[config.mk]
export PLATFORM = sky130hd
export DESIGN_NAME = hazard_ctrl_flat
export DESIGN_NICKNAME = d
export VERILOG_FILES = /design/src/rtl/hazard_ctrl_if.sv /design/src/rtl/hazard_ctrl.sv /design/src/flat_wrapper.sv
export SDC_FILE = /design/constraint.sdc
export NUM_CORES = 1
export LEC_CHECK = 0
export BUFFER_PORTS_ARGS = -buffer_cell sky130_fd_sc_hd__buf_2
export CORE_UTILIZATION = 37
export CTS_CLUSTER_SIZE = 30
export DETAILED_ROUTE_END_ITERATION = 16
export GPL_TIMING_DRIVEN = 1
export REMOVE_ABC_BUFFERS = 1
export SKIP_LAST_GASP = 1
export SLEW_MARGIN = 0
export SYNTH_ARGS = -nofsm -noshare
export SYNTH_HDL_FRONTEND = slang
export SYNTH_SLANG_ARGS = --single-unit
[constraint.sdc]
create_clock -name CLK -period 3 [get_ports CLK]
set_clock_uncertainty 0.2 [all_clocks]
set_input_delay 0.6 -clock CLK [delete_from_list [all_inputs] [get_ports CLK]]
set_output_delay 0.6 -clock CLK [all_outputs]
set_load 0.03 [all_outputs]
[src/rtl/hazard_ctrl_if.sv]
// Pipeline-control bundle between the core datapath and hazard_ctrl.
//   master : datapath side; drives hit/request/decode/EX info, receives controls
//   slave  : hazard_ctrl side; the mirror image
// Signals:
//   ihit, dhit, mem_req, halt_mem      fetch/data-memory/halt status
//   dc_rs, dc_rt, dc_uses_rt           decode-stage operand info
//   ex_memread, ex_rd                  EX-stage load info
//   BranchTaken, JumpSel               decode redirect info
//   pc_en, fetch_freeze, decode_freeze, decode_flush, execute_flush, halted
//   stall_count [CNT_W]                saturating stall-cycle counter
interface hazard_ctrl_if #(
  parameter int CNT_W = 16
);
  logic             ihit;
  logic             dhit;
  logic             mem_req;
  logic             halt_mem;
  logic [4:0]       dc_rs;
  logic [4:0]       dc_rt;
  logic             dc_uses_rt;
  logic             ex_memread;
  logic [4:0]       ex_rd;
  logic             BranchTaken;
  logic [1:0]       JumpSel;
  logic             pc_en;
  logic             fetch_freeze;
  logic             decode_freeze;
  logic             decode_flush;
  logic             execute_flush;
  logic             halted;
  logic [CNT_W-1:0] stall_count;

  modport master (
    output ihit, dhit, mem_req, halt_mem, dc_rs, dc_rt, dc_uses_rt,
           ex_memread, ex_rd, BranchTaken, JumpSel,
    input  pc_en, fetch_freeze, decode_freeze, decode_flush, execute_flush,
           halted, stall_count
  );

  modport slave (
    input  ihit, dhit, mem_req, halt_mem, dc_rs, dc_rt, dc_uses_rt,
           ex_memread, ex_rd, BranchTaken, JumpSel,
    output pc_en, fetch_freeze, decode_freeze, decode_flush, execute_flush,
           halted, stall_count
  );
endinterface

[src/rtl/hazard_ctrl.sv]
// Pipeline sequencer for the 5-stage core. Resolves load-use hazards,
// data-memory waits, I-fetch misses, decode redirects and halt in one FSM,
// and drives the per-stage freeze/flush and PC-enable controls.
// Ports:
//   CLK  core clock, rising edge
//   RST  synchronous active-high reset
//   bus  hazard_ctrl_if.slave: status inputs in, pipeline controls out
// Outputs are Mealy (state + current inputs); stall_count is registered.
module hazard_ctrl #(
  parameter int LU_STALL_CYC = 1,
  parameter int CNT_W        = 16
) (
  input  logic         CLK,
  input  logic         RST,
  hazard_ctrl_if.slave bus
);
  localparam int LU_W = (LU_STALL_CYC > 1) ? $clog2(LU_STALL_CYC) : 1;

  typedef enum logic [1:0] {RUN, LU_STALL, DMEM_WAIT, HALT} state_t;

  state_t           state_q, state_d;
  logic [LU_W-1:0]  lu_cnt_q, lu_cnt_d;
  logic             redir_pend_q, redir_pend_d;
  logic [CNT_W-1:0] stall_count_q;

  logic pc_en, fetch_freeze, decode_freeze, decode_flush, execute_flush, halted;
  logic lu_haz, redir, do_run;

  assign lu_haz = bus.ex_memread && (bus.ex_rd != 5'd0) &&
                  ((bus.ex_rd == bus.dc_rs) ||
                   (bus.dc_uses_rt && (bus.ex_rd == bus.dc_rt)));
  assign redir  = bus.BranchTaken || (bus.JumpSel != 2'd0);

  always_comb begin
    state_d       = state_q;
    lu_cnt_d      = lu_cnt_q;
    redir_pend_d  = redir_pend_q;
    pc_en         = 1'b0;
    fetch_freeze  = 1'b0;
    decode_freeze = 1'b0;
    decode_flush  = 1'b0;
    execute_flush = 1'b0;
    halted        = 1'b0;
    do_run        = 1'b0;

    case (state_q)
      RUN: do_run = 1'b1;
      LU_STALL: begin
        // Halt and memory waits pre-empt the remaining bubbles.
        if (bus.halt_mem || (bus.mem_req && !bus.dhit)) begin
          do_run = 1'b1;
        end else begin
          fetch_freeze  = 1'b1;
          decode_freeze = 1'b1;
          execute_flush = 1'b1;
          lu_cnt_d      = lu_cnt_q - LU_W'(1);
          if (lu_cnt_q == LU_W'(1)) state_d = RUN;
        end
      end
      DMEM_WAIT: begin
        if (!bus.dhit) begin
          fetch_freeze  = 1'b1;
          decode_freeze = 1'b1;
        end else begin
          // Same-cycle release: the RUN decision applies on the dhit cycle.
          do_run = 1'b1;
        end
      end
      default: begin
        halted        = 1'b1;
        fetch_freeze  = 1'b1;
        decode_freeze = 1'b1;
      end
    endcase

    if (do_run) begin
      state_d = RUN;
      if (bus.halt_mem) begin
        state_d = HALT;
      end else if (bus.mem_req && !bus.dhit) begin
        state_d       = DMEM_WAIT;
        fetch_freeze  = 1'b1;
        decode_freeze = 1'b1;
      end else if (lu_haz) begin
        // A redirect arriving with the hazard is ignored here; decode
        // re-presents it once the bubble has been inserted.
        fetch_freeze  = 1'b1;
        decode_freeze = 1'b1;
        execute_flush = 1'b1;
        lu_cnt_d      = LU_W'(LU_STALL_CYC - 1);
        if (LU_STALL_CYC > 1) state_d = LU_STALL;
      end else if (!bus.ihit) begin
        fetch_freeze = 1'b1;
        decode_flush = 1'b1;
        if (redir) redir_pend_d = 1'b1;
      end else begin
        pc_en        = 1'b1;
        decode_flush = redir || redir_pend_q;
        redir_pend_d = 1'b0;
      end
    end

    if (RST) begin
      state_d       = RUN;
      lu_cnt_d      = '0;
      redir_pend_d  = 1'b0;
      pc_en         = 1'b0;
      fetch_freeze  = 1'b0;
      decode_freeze = 1'b0;
      halted        = 1'b0;
      decode_flush  = 1'b1;
      execute_flush = 1'b1;
    end
  end

  always_ff @(posedge CLK) begin
    if (RST) begin
      state_q       <= RUN;
      lu_cnt_q      <= '0;
      redir_pend_q  <= 1'b0;
      stall_count_q <= '0;
    end else begin
      state_q      <= state_d;
      lu_cnt_q     <= lu_cnt_d;
      redir_pend_q <= redir_pend_d;
      // Saturating: holds at all-ones rather than wrapping.
      if ((state_q != HALT) && (fetch_freeze || decode_freeze) &&
          (stall_count_q != {CNT_W{1'b1}}))
        stall_count_q <= stall_count_q + CNT_W'(1);
    end
  end

  assign bus.pc_en         = pc_en;
  assign bus.fetch_freeze  = fetch_freeze;
  assign bus.decode_freeze = decode_freeze;
  assign bus.decode_flush  = decode_flush;
  assign bus.execute_flush = execute_flush;
  assign bus.halted        = halted;
  assign bus.stall_count   = stall_count_q;
endmodule
[src/flat_wrapper.sv]
// flat-port wrapper written by rule: the top's interface ports become plain ports
module hazard_ctrl_flat 
#(
  parameter int LU_STALL_CYC = 1,
  parameter int CNT_W        = 16
)
  (CLK, RST, bus_ihit, bus_dhit, bus_mem_req, bus_halt_mem, bus_dc_rs, bus_dc_rt, bus_dc_uses_rt, bus_ex_memread, bus_ex_rd, bus_BranchTaken, bus_JumpSel, bus_pc_en, bus_fetch_freeze, bus_decode_freeze, bus_decode_flush, bus_execute_flush, bus_halted, bus_stall_count);
  hazard_ctrl_if #(.CNT_W(CNT_W)) bus_i ();
  input  logic CLK;
  input  logic RST;
  input wire logic [$bits(bus_i.ihit)-1:0] bus_ihit;
  input wire logic [$bits(bus_i.dhit)-1:0] bus_dhit;
  input wire logic [$bits(bus_i.mem_req)-1:0] bus_mem_req;
  input wire logic [$bits(bus_i.halt_mem)-1:0] bus_halt_mem;
  input wire logic [$bits(bus_i.dc_rs)-1:0] bus_dc_rs;
  input wire logic [$bits(bus_i.dc_rt)-1:0] bus_dc_rt;
  input wire logic [$bits(bus_i.dc_uses_rt)-1:0] bus_dc_uses_rt;
  input wire logic [$bits(bus_i.ex_memread)-1:0] bus_ex_memread;
  input wire logic [$bits(bus_i.ex_rd)-1:0] bus_ex_rd;
  input wire logic [$bits(bus_i.BranchTaken)-1:0] bus_BranchTaken;
  input wire logic [$bits(bus_i.JumpSel)-1:0] bus_JumpSel;
  output wire logic [$bits(bus_i.pc_en)-1:0] bus_pc_en;
  output wire logic [$bits(bus_i.fetch_freeze)-1:0] bus_fetch_freeze;
  output wire logic [$bits(bus_i.decode_freeze)-1:0] bus_decode_freeze;
  output wire logic [$bits(bus_i.decode_flush)-1:0] bus_decode_flush;
  output wire logic [$bits(bus_i.execute_flush)-1:0] bus_execute_flush;
  output wire logic [$bits(bus_i.halted)-1:0] bus_halted;
  output wire logic [$bits(bus_i.stall_count)-1:0] bus_stall_count;
  assign bus_i.ihit = bus_ihit;
  assign bus_i.dhit = bus_dhit;
  assign bus_i.mem_req = bus_mem_req;
  assign bus_i.halt_mem = bus_halt_mem;
  assign bus_i.dc_rs = bus_dc_rs;
  assign bus_i.dc_rt = bus_dc_rt;
  assign bus_i.dc_uses_rt = bus_dc_uses_rt;
  assign bus_i.ex_memread = bus_ex_memread;
  assign bus_i.ex_rd = bus_ex_rd;
  assign bus_i.BranchTaken = bus_BranchTaken;
  assign bus_i.JumpSel = bus_JumpSel;
  assign bus_pc_en = bus_i.pc_en;
  assign bus_fetch_freeze = bus_i.fetch_freeze;
  assign bus_decode_freeze = bus_i.decode_freeze;
  assign bus_decode_flush = bus_i.decode_flush;
  assign bus_execute_flush = bus_i.execute_flush;
  assign bus_halted = bus_i.halted;
  assign bus_stall_count = bus_i.stall_count;
  hazard_ctrl #(.LU_STALL_CYC(LU_STALL_CYC), .CNT_W(CNT_W)) u_core (.CLK(CLK), .RST(RST), .bus(bus_i));
endmodule
Word level (Yosys, flattened, before mapping)

Index checks and enable logic that the tools add are counted.

Input bits: 26
Register bits after elaboration: 20
Output and inout bits: 22
Word-level logic and storage cells: 88

Bitwise operators: 3
Reduce and logical (&&, ||, !) cells: 21
$add $sub $neg: 2
Eq/ne operators: 7
Multiplexer cells: 51

Operator list:

| operator                                             | number |
|---|---|
| 2-to-1 mux 1 bit                                     | 43 |
| adder 16 x 1 -> 16 bit (second input constant)       | 1 |
| != test 16 bit (second input constant)               | 1 |
| 2-to-1 mux 2 bit                                     | 6 |
| equality test 5 bit                                  | 2 |
| nonzero test 2 bit                                   | 4 |
| logical AND 1 bit                                    | 6 |
| one-hot mux 1 bit (3 select lines)                   | 2 |
| logical OR 1 bit                                     | 5 |
| AND reduction 5 bit                                  | 1 |
| nonzero test 5 bit                                   | 1 |
| NOT 1 bit                                            | 3 |
| AND reduction 3 bit                                  | 1 |
| OR reduction 3 bit                                   | 1 |
| equality test 2 x 1 -> 1 bit (second input constant) | 1 |
| equality test 2 bit (second input constant)          | 1 |
| zero test 2 bit                                      | 1 |
| != test 2 x 1 -> 1 bit (second input constant)       | 1 |
| != test 2 bit (second input constant)                | 1 |
| zero test 1 bit                                      | 1 |
| subtractor 1 bit (second input constant)             | 1 |

Depth between registers and ports, before layout

Depth after elaboration: 14
Depth in mapped cells: 9
Mapped depth without buffers: 7

Worst setup path before layout

No wires, ideal clock.

Kind: input to output
Start point: in bus_ex_rd[0]
End point: out bus_pc_en
Stages: 6
Arrival time: 2.578 ns
Required time: 2.200 ns
Buffers on the path: 0
Setup slack: -0.378 ns
Cells stage by stage: or4_1 o21ai_1 inv_1 and2_4 nand2b_4 nor4b_1

Longest elaborated chain between the ends: 9
Elaborated cells between the ends (all ways): 12
Those cells by class: 2 x eq/ne; 5 x mux; 5 x reduce/logical

RTL lines:

| element             | RTL line           | RTL |
|---|---|---|
| start: declaration  | flat_wrapper.sv:19 | `input wire logic [$bits(bus_i.ex_rd)-1:0] bus_ex_rd;` |
| equality test 5 bit | hazard_ctrl.sv:31  | `(bus.dc_uses_rt && (bus.ex_rd == bus.dc_rt)));` |
| logical AND 1 bit   | hazard_ctrl.sv:31  |  |
| logical OR 1 bit    | hazard_ctrl.sv:30  | `((bus.ex_rd == bus.dc_rs) \|\|` |
| logical AND 1 bit * | hazard_ctrl.sv:29  | `assign lu_haz = bus.ex_memread && (bus.ex_rd != 5'd0) &&` |
| 2-to-1 mux 1 bit *  | hazard_ctrl.sv:84  | `end else if (lu_haz) begin` |
| 2-to-1 mux 1 bit *  | hazard_ctrl.sv:80  | `end else if (bus.mem_req && !bus.dhit) begin` |
| 2-to-1 mux 1 bit *  | hazard_ctrl.sv:78  | `if (bus.halt_mem) begin` |
| 2-to-1 mux 1 bit *  | hazard_ctrl.sv:76  | `if (do_run) begin` |
| 2-to-1 mux 1 bit *  | hazard_ctrl.sv:103 | `if (RST) begin` |
| end: declaration    | flat_wrapper.sv:22 | `output wire logic [$bits(bus_i.pc_en)-1:0] bus_pc_en;` |

Mark *: on every way between the ends. The rest lies on a longest branch, timed or not.

Worst setup path in the final report

Start point: in bus_ex_rd[3]
End point: out bus_pc_en

The elaborated chain is that of the path after synthesis.

==> flow_summary.yaml <==
worst_setup_path:
  start_kind: "input port"
  end_kind: "output pin"
  r2r_slack_ps: 590
  crit_path_max_fanout: 4
  arrival_ps: 2120
  timing.rr.end: "u_core.bus.stall_count[9]"
  worstRegToRegCells: 7
  worst_ep_required_time_ps: 2200
  r2r-start: "u_core.bus.stall_count[3]"
  critPathKind: "input port to output pin"
timing:
  period_minus_slack_ps: 2921
  period_share: 0.9738
  max_clock_freq_ghz: 0.3423
  setup_slack_ps: 78.65
  rsz0062_at_grt: "true"
  slew_headroom: 0.4853
  maxSlewViolCount: 0
  setup_viol: 0
  worst_pin_slew_ps: 767.4
  hold_viol_final: 0
  whs_ps: 290.2
clocking:
  hold_buffers: 0
  cts_root_buf: "clkbuf_4"
  clock_sinks: 20
  clk_pin_slew_ps: 110
  clk_latency_ps: 300
  cts_max_level: 1
  cts_tree: "built"
  cts_buffers: 3
  clockBufferDepth: 2
global_route:
  antenna_found_initial: 0
  grt_max_degree: 16
  grt_pass1_vias: 1144
  overflow: 0
  grt.total_usage: 0.1728
  grt_pass1_wl_mm: 4.774
placed_design:
  hpwlAfterDp_mm: 2.205
  pre_cts_slack_ps: 11.28
  io_buffers: 47
  gp_congestion: 0.8153
  place_inst: 243
route:
  viasPerCell: 5.004
  ant_nets: 0
  wirelength_mm: 2.858
  drt-initial-drc-count: 44
  drc: 0
  first_pass_iters: 4
  wl_per_cell_um: 11.62
  dr_total_vias: 1231
yosys:
  synth_edf_count: 0
  async_flop_share: 0
  ys_types: 40
  avgSynthCellArea_um2: 8.202
  synth_flop_cell: "dfxtp_1"
  yosysSeqAreaShare: 0.3190
  yosysMostFrequentCell: "dfxtp_1"
  syn-instance-count: 153
  yosys_register_bits: 20
  synth_largest_area_cell: "dfxtp_1"
  synth_common_cells: "dfxtp_1 (20), xnor2_1 (18), nor2_1 (14)"
  synth_top_area_frac: 0.3190
  synth_area_leaders: "dfxtp_1 (32%), xnor2_1 (13%), nor2_1 (4.2%), a21oi_1 (4.0%), nand3_1 (3.6%)"
  ys_warn_count: 0
  syn_area_um2: 1255
outcome:
  status: "finished, final reports clean"
floorplan:
  boundaryPins: 48
  initial_core_util: 0.4012
  dieArea_um2: 3629
  num_rows: 20
  chipWidth_um: 60.24
  core_um2: 3128
  die_h_um: 60.24
layout:
  multiInputGateArea_um2: 802.0
  area_growth_pct: 26.32
  fin_util: 0.5068
  nFillCells: 330
  nNetsFinal: 231
  regArea_um2: 400.4
  diodes: 0
  final_cells: 246
  drive_gt1_frac: 0.3366
pwr:
  p_sw_frac: 0.3000
  p_leak_uw: 0.0006742
  sequentialPowerShare: 0.526
  intPower_uw: 372.5
  switchingPower_uw: 159.6
  p_comb_frac: 0.230
  powerDensity_nw_per_um2: 335.7
  clockPowerShare: 0.244
  vdd.ir_drop.worst_mv: 0.1983
worst_hold_path:
  holdCritStartpoint: "u_core.redir_pend_q"
  hold_path_end: "u_core.redir_pend_q"
  holdPathStages: 2
  hold_class: "register to register"
flow_run:
  cap_violations: 0
critical path, cell delays in order:
cell	delay [ps]
buf_2	120
or4_1	500
o21ai_1	130
inv_1	60
and2_4	130
nand2b_4	150
nor4b_2	230
buf_4	200
layout make-up:
type / instances / area share
Inverter: 10 / 0.02368
Tap cell: 44 / 0.03473
Clock buffer: 3 / 0.01421
Sequential cell: 20 / 0.2526
Timing Repair Buffer: 51 / 0.1689
Multi-Input combinational cell: 118 / 0.5059
power groups by stage:
stage | clock network, µW | logic, µW | registers, µW
5_1_grt | 147 | 135 | 281
4_1_cts | 138 | 121 | 280
3_3_place_gp | 0 | 118 | 286
3_5_place_dp | 0 | 121 | 286
6_report | 130 | 122 | 280
2_1_floorplan | 0 | 68.6 | 289
routing by layer:
layer  global-route usage  up-vias  wire (µm)
met5                    0        -          0
li1                     -      634          -
met1               0.1948      561       1254
met2               0.3203       32       1429
met3              0.02597        4        136
met4              0.06645        0         37
worst max-delay path by stage:
stage / startpoint / to / slack (ps) / depth (start not counted)
floorplan: bus_ex_rd[0] / bus_pc_en / -380 / 6
global placement: bus_ex_rd[3] / bus_pc_en / 50 / 8
detailed placement: bus_ex_rd[3] / bus_pc_en / 10 / 8
CTS: bus_ex_rd[3] / bus_pc_en / 5 / 8
global route: bus_ex_rd[3] / bus_pc_en / -2 / 8
finish: bus_ex_rd[3] / bus_pc_en / 80 / 8
cells in the final DEF (no fill, tap or decap), drive strengths merged:
| cell | synthesis | layout |
|---|---|---|
| a21oi | 11 | 11 |
| nor4b | 2 | 2 |
| clkbuf | 3 | 3 |
| nor2 | 15 | 15 |
| or3 | 1 | 1 |
| o31ai | 1 | 1 |
| dfxtp | 20 | 20 |
| ha | 1 | 1 |
| inv | 10 | 10 |
| xnor2 | 18 | 18 |
| and2 | 6 | 6 |
| mux2i | 2 | 2 |
| and3 | 1 | 1 |
| nand4 | 5 | 5 |
| nor2b | 2 | 2 |
| buf | 2 | 51 |
| a41oi | 1 | 1 |
| nand2b | 6 | 6 |
| a31o | 1 | 1 |
| o21ai | 2 | 2 |
| nand2 | 12 | 12 |
| nand3 | 9 | 9 |
| o22ai | 1 | 1 |
| or4 | 2 | 2 |
| nor3b | 2 | 2 |
| nor4 | 3 | 3 |
| a21o | 5 | 5 |
| nor3 | 5 | 5 |
| o21bai | 1 | 1 |
| a221oi | 3 | 3 |
state kept, by name, summed over array words and instances, names as in the netlist:
signal / flops
u_core.bus.stall_count: 16
u_core.lu_cnt_q: 1
u_core.redir_pend_q: 1
u_core.state_q: 2
logic make-up after synthesis:
logic type | share of synthesized area
buffers and inverters | 0.04885
adder cells (fa/ha/maj) | 0.009968
AND/OR/NAND/NOR | 0.3161
multiplexers | 0.01595
flip-flops | 0.3190
AO/OA/AOI/OAI | 0.1645
XOR/XNOR | 0.1256
stage by stage:
| stage | total power (µW) | TNS, ps | instance area [µm²] |
|---|---|---|---|
| final | 532.1 | 0 | 1585 |
| after global routing | 562.9 | -1.676 | 1585 |
| after CTS | 539.8 | 0 | 1574 |
| after detailed placement | 406.9 | 0 | 1551 |
| after global placement | 403.8 | 0 | 1551 |
| after floorplan | 357.3 | -377.8 | 1231 |
repair_timing:
action,in CTS,in global routing
setup endpoints to repair,0,2
setup buffers,0,0
resized for setup,0,3
(Power assumes the default switching activity.)
